==> src/rtl/board_xfer_scheduler.sv <==
// Round-robin burst scheduler: grants one of NUM_BOARDS requesters per burst and holds the grant
// until the latched beat count has transferred or the stall timer expires.
module board_xfer_scheduler #(
    parameter int unsigned NUM_BOARDS = 8,   // board_sel encoding limits this to 8
    parameter int unsigned LEN_W      = 8,
    parameter int unsigned TIMEOUT    = 255  // 1 .. 2^16-1
) (
    input  logic                        clk,
    input  logic                        rst_n,
    input  logic [NUM_BOARDS-1:0]       req,
    input  logic [NUM_BOARDS*LEN_W-1:0] burst_len,
    input  logic [NUM_BOARDS-1:0]       data_valid,
    output logic [NUM_BOARDS-1:0]       grant,
    output logic [3:0]                  board_sel,
    output logic                        beat_ready,
    output logic                        busy,
    output logic                        done,
    output logic                        timeout_err
);

    localparam logic [3:0]  SEL_NONE  = 4'd8;
    localparam logic [15:0] STALL_MAX = 16'(TIMEOUT - 1);

    typedef enum logic [1:0] {IDLE, XFER, GAP} state_t;

    state_t                state;
    logic [3:0]            last_idx;
    logic [LEN_W-1:0]      beat_cnt;
    logic [15:0]           stall_cnt;

    logic                  found_hi;
    logic [3:0]            win_hi;
    logic [3:0]            win_lo;
    logic [3:0]            winner;
    logic [NUM_BOARDS-1:0] winner_oh;
    logic [LEN_W-1:0]      winner_len;
    logic                  beat;

    // Descending scan so the lowest qualifying index is the one that sticks.
    always_comb begin
        found_hi = 1'b0;
        win_hi   = '0;
        win_lo   = '0;
        for (int i = NUM_BOARDS - 1; i >= 0; i--) begin
            if (req[i]) begin
                win_lo = 4'(i);
                if (i > int'(last_idx)) begin
                    win_hi   = 4'(i);
                    found_hi = 1'b1;
                end
            end
        end
        winner = found_hi ? win_hi : win_lo;
    end

    always_comb begin
        winner_oh  = '0;
        winner_len = '0;
        for (int i = 0; i < NUM_BOARDS; i++) begin
            if (4'(i) == winner) begin
                winner_oh[i] = 1'b1;
                winner_len   = burst_len[i*LEN_W +: LEN_W];
            end
        end
    end

    assign beat_ready = (state == XFER);
    assign busy       = (state != IDLE);
    // grant is one-hot on the selected board while in XFER, so this picks its valid only.
    assign beat       = beat_ready & |(data_valid & grant);

    always_ff @(posedge clk) begin
        if (!rst_n) begin
            state       <= IDLE;
            grant       <= '0;
            board_sel   <= SEL_NONE;
            done        <= 1'b0;
            timeout_err <= 1'b0;
            last_idx    <= 4'(NUM_BOARDS - 1);
            beat_cnt    <= '0;
            stall_cnt   <= '0;
        end else begin
            done        <= 1'b0;
            timeout_err <= 1'b0;
            unique case (state)
                IDLE: begin
                    if (|req) begin
                        grant     <= winner_oh;
                        board_sel <= winner;
                        last_idx  <= winner;
                        beat_cnt  <= winner_len;
                        stall_cnt <= '0;
                        state     <= XFER;
                    end
                end
                XFER: begin
                    if (beat) begin
                        stall_cnt <= '0;
                        if (beat_cnt == '0) begin
                            done      <= 1'b1;
                            grant     <= '0;
                            board_sel <= SEL_NONE;
                            state     <= GAP;
                        end else begin
                            beat_cnt <= beat_cnt - LEN_W'(1);
                        end
                    end else if (stall_cnt == STALL_MAX) begin
                        timeout_err <= 1'b1;
                        grant       <= '0;
                        board_sel   <= SEL_NONE;
                        state       <= GAP;
                    end else if (stall_cnt != 16'hFFFF) begin
                        stall_cnt <= stall_cnt + 16'd1;
                    end
                end
                GAP: begin
                    state <= IDLE;
                end
                default: begin
                    state <= IDLE;
                end
            endcase
        end
    end

endmodule

==> config.mk <==
export PLATFORM = sky130hd
export DESIGN_NAME = board_xfer_scheduler
export DESIGN_NICKNAME = d
export VERILOG_FILES = /design/src/rtl/board_xfer_scheduler.sv
export SDC_FILE = /design/constraint.sdc
export NUM_CORES = 1
export LEC_CHECK = 0
export CAP_MARGIN = 10
export CORE_MARGIN = 2
export CORE_UTILIZATION = 51
export CTS_CLUSTER_SIZE = 20
export DETAILED_ROUTE_END_ITERATION = 12
export HOLD_SLACK_MARGIN = 0.05
export PLACE_DENSITY = 0.95
export RECOVER_POWER = 100
export SYNTH_ARGS = -nofsm -noshare
export SYNTH_HDL_FRONTEND = slang
export SYNTH_SLANG_ARGS = --single-unit
==> constraint.sdc <==
create_clock -name clk -period 8.3 [get_ports clk]
set_clock_uncertainty 0.15 [all_clocks]
set_input_delay 2.49 -clock clk [delete_from_list [all_inputs] [get_ports clk]]
set_output_delay 2.49 -clock clk [all_outputs]
set_load 0.03 [all_outputs]
==> Flow_metrics.wiki <==
{| class="wikitable"
! Metric !! Value
|-
| Result of the run || finished, final reports clean
|-
| Max FO, Critical Path || 36
|-
| Most frequent cells in the layout || clkdlybuf4s50_1, nor2_1, nand2_1, dfxtp_1, a21oi_1
|-
| Area of the placeable core || 5850 um2
|-
| Power per cell area || 339 nW/um2
|-
| Vias/cell || 6.08
|-
| Register share of total power || 22.9%
|-
| Family of cells with the greatest summed delay on the critical path || compound AO/OA/AOI/OAI gates
|-
| Startpoint of the worst register-to-register path || last_idx[2]
|-
| Type of origin of the critical path || input port
|-
| Global-route usage over all layers || 28.7%
|-
| Maximum number of pins on one net before global-route repair || 37
|-
| Reg-to-reg slack, setup || 4.84 ns
|-
| Critical path capture point || beat_cnt[2]
|-
| Die boundary height || 81.2 um
|-
| Tmin final || 5.66 ns
|-
| Register area share after synthesis || 28.3%
|-
| Number of top-level pins || 98
|-
| Hold Path Class || flop to flop
|-
| Endpoint class of the critical path || flop
|-
| Largest cells by area after synthesis || dfxtp_1, mux2i_1, nor2_1, nand2_1, a21oi_1
|-
| Clock slew at reported path FFs || 0.08 ns
|-
| Area growth, synth to finish || 32.9%
|-
| Number of nets with antenna violations after routing || 0
|-
| Switching power summed over all nets || 0.689 mW
|-
| Number of cell instances on the worst register-to-register path || 8
|-
| Cell breakdown of the critical path || dlygate4sd3_1 > or3b_1 > a21oi_1 > and4bb_4 > a22oi_4 > mux2i_1 > o2bb2ai_1 > a2111oi_0 > a311oi_1
|-
| Nets in the synthesized netlist || 469
|-
| Worst-case vdd ir drop || 267 uV
|-
| Setup fix buffers added after clock tree synthesis || 0
|-
| TritonCTS clock tree || built
|-
| Critical path launch point || req[5]
|-
| Area share of the largest cell type after synthesis || 28.3%
|-
| Number of antenna repair diodes || 0
|-
| Nets || 555
|-
| Max_slew headroom || 9.10%
|-
| Count of input and output buffers || 97
|-
| Remaining design rule violation count || 0
|-
| Arrival time at the worst endpoint || 5.64 ns
|-
| PostCTS Resize Cnt || 0
|-
| RSZ-0062 raised after global routing || no
|-
| Mean instance size in the synthesized netlist || 7.94 um2
|-
| Most area-hungry cell type in the Yosys netlist || dfxtp_1
|-
| Sinks on Clock Net || 43
|-
| Category of the critical setup timing path || input port to flop
|-
| Required time of the worst setup path || 8.28 ns
|-
| Number of antenna violations at the first check in global routing || 0
|-
| CP max stage cell || a22oi_4
|-
| Number of global-route vias before repair || 3273
|-
| Hold violation count in the final report || 0
|-
| Number of synthesized register bits || 43
|-
| Combined area of all synthesized cells || 3040 um2
|-
| Site row count || 28
|-
| Slew of the pin with the lowest slew margin || 1.36 ns
|-
| Number of buffers inserted for hold repair after clock tree synthesis || 0
|-
| Synthesis warning total || 0
|-
| Fraction of registers with async set or reset after synthesis || 0%
|-
| Initial Util || 52.0%
|-
| Pre-Repair DR Iteration Count || 7
|-
| Most used flip-flop cell after synthesis || dfxtp_1
|-
| H-tree levels || 2
|-
| Final Wtd Congestion || 0.945
|-
| Cell count along the critical path || 9
|-
| Violation count after the first detailed-routing iteration || 255
|-
| Die Outline Area || 6600 um2
|-
| Number of instances in the synthesized netlist || 383
|-
| Number of violations of the max-capacitance limit || 0
|-
| Delay of the slowest cell on the worst path || 0.79 ns
|-
| Worst reg2reg endpoint || beat_cnt[1]
|-
| Total congestion overflow after global routing || 0
|-
| HPWL after detailed placement || 7.02 mm
|-
| Die width || 81.2 um
|-
| First-pass GRT wire length || 14.8 mm
|-
| Clock root buffer || clkbuf_8
|-
| Filler Cells Inserted || 460
|-
| Most common cell after layout, fill and taps aside || clkdlybuf4s50_1
|-
| Num CTS Buffers || 5
|-
| Internal Power || 0.681 mW
|-
| Achievable frequency || 177 MHz
|-
| Final-report setup violation count || 0
|-
| Routed wire per std cell || 16.8 um
|-
| Share of final-layout standard cells stronger than drive strength 1 || 5.74%
|-
| Final count of pins violating max slew || 0
|-
| Comb power frac || 67.5%
|-
| Clock latency reported for the late side of the worst-skew pair || 0.30 ns
|-
| Synth cell types || 68
|-
| Final WL || 9.18 mm
|-
| Number of vias after detailed routing || 3313
|-
| Relative contribution of the clock network to total power || 9.6%
|-
| Worst path buffer plus inverter count || 1
|-
| Static power due to leakage || 1.60 nW
|-
| Switching part of the total power || 50.3%
|-
| Worst-case clock buffer depth || 2
|-
| Setup total negative slack || 0 ns
|-
| Worst hold margin || 0.333 ns
|-
| Number of enable flip-flop cells after synthesis || 0
|-
| Fraction of the cycle the final worst path needs || 68.2%
|}
[how the worst min path moves through the flow]
stage / from / to / depth (start not counted)
after global placement: state[0] / state[1] / 2
after detailed placement: state[0] / state[1] / 2
final: board_sel[0] / board_sel[0] / 2
after floorplan: state[0] / state[1] / 2
after CTS: state[0] / state[1] / 2
after global routing: board_sel[0] / board_sel[0] / 2
[worst reg2reg max path, delay by kind of cell, from the launching register on]
family / cells / cell delay, ns
AO/OA/AOI/OAI: 6 / 2.14
multiplexers: 1 / 0.43
flip-flops: 1 / 0.41
AND/OR/NAND/NOR: 1 / 0.23
[cell usage after synthesis, drive strengths merged (2+ instances only)]
master and instances:
nor2 46, dfxtp 43, nand2 43, a21oi 24, mux2i 21, nand3 16, o21ai 16, a22oi 14
buf 14, xor2 10, inv 9, and3 8, nor4 8, a31oi 7, and2 7, mux2 7
nor2b 7, a211oi 6, nand2b 6, nor3 6, a21boi 5, clkbuf 5, nand4 5, a32oi 4
ha 4, o211ai 3, or2 3, a211o 2, a221o 2, a31o 2, and2b 2, nor3b 2
o221ai 2, xnor2 2
[routing by layer]
| layer | share of wire (%) | wire (um) | GRT usage [%] |
|---|---|---|---|
| met3 | 7.7 | 709 | 6.78 |
| met2 | 51 | 4690 | 52.3 |
| met5 | 0 | 0 | 0 |
| met1 | 38 | 3530 | 32.0 |
| met4 | 2.8 | 254 | 11.4 |
[registers in the layout (all words and copies together) (netlist names)]
name / count
stall_cnt: 16
beat_cnt: 8
grant: 8
board_sel: 4
last_idx: 3
state: 2
done: 1
timeout_err: 1
[cell type report]
type / instances / area, um2 / area share [%]
Clock buffer: 7 / 76.3 / 1.89
Clock inverter: 1 / 5.00 / 0.124
Inverter: 10 / 37.5 / 0.928
Multi-Input combinational cell: 311 / 1990 / 49.3
Sequential cell: 43 / 861 / 21.3
Tap cell: 75 / 93.8 / 2.32
Timing Repair Buffer: 98 / 978 / 24.2
[per-stage QoR]
step           std cells  cell area (um2)  power, mW  worst slack, ns  util [%]
6_report             545             4050       1.37             2.64      69.1
5_1_grt              545             4050       1.46             2.39      69.1
4_1_cts              545             4060       1.37             2.79      69.4
3_5_place_dp         537             3980       1.24             2.48      68.0
3_3_place_gp         537             3980       1.21             2.57      68.0
2_1_floorplan        383             3040       1.03             3.71         -
[power groups by stage]
stage | combinational [mW] | sequential, mW | clock (mW)
floorplan | 0.700 | 0.334 | 0
finish | 0.925 | 0.313 | 0.132
CTS | 0.931 | 0.311 | 0.132
global placement | 0.894 | 0.314 | 0
detailed placement | 0.926 | 0.314 | 0
global route | 1.01 | 0.318 | 0.140
[kinds of logic (layout without fill, tap and decap cells)]
family,after synthesis,count (layout),synth area share [%]
AND/OR/NAND/NOR,165,165,26.7
AO/OA/AOI/OAI,102,102,24.3
flip-flops,43,43,28.3
buffers and inverters,29,116,5.80
multiplexers,28,28,9.74
XOR/XNOR,12,12,3.45
adder cells (fa/ha/maj),4,4,1.64
Power figures use the tool's default switching activity.
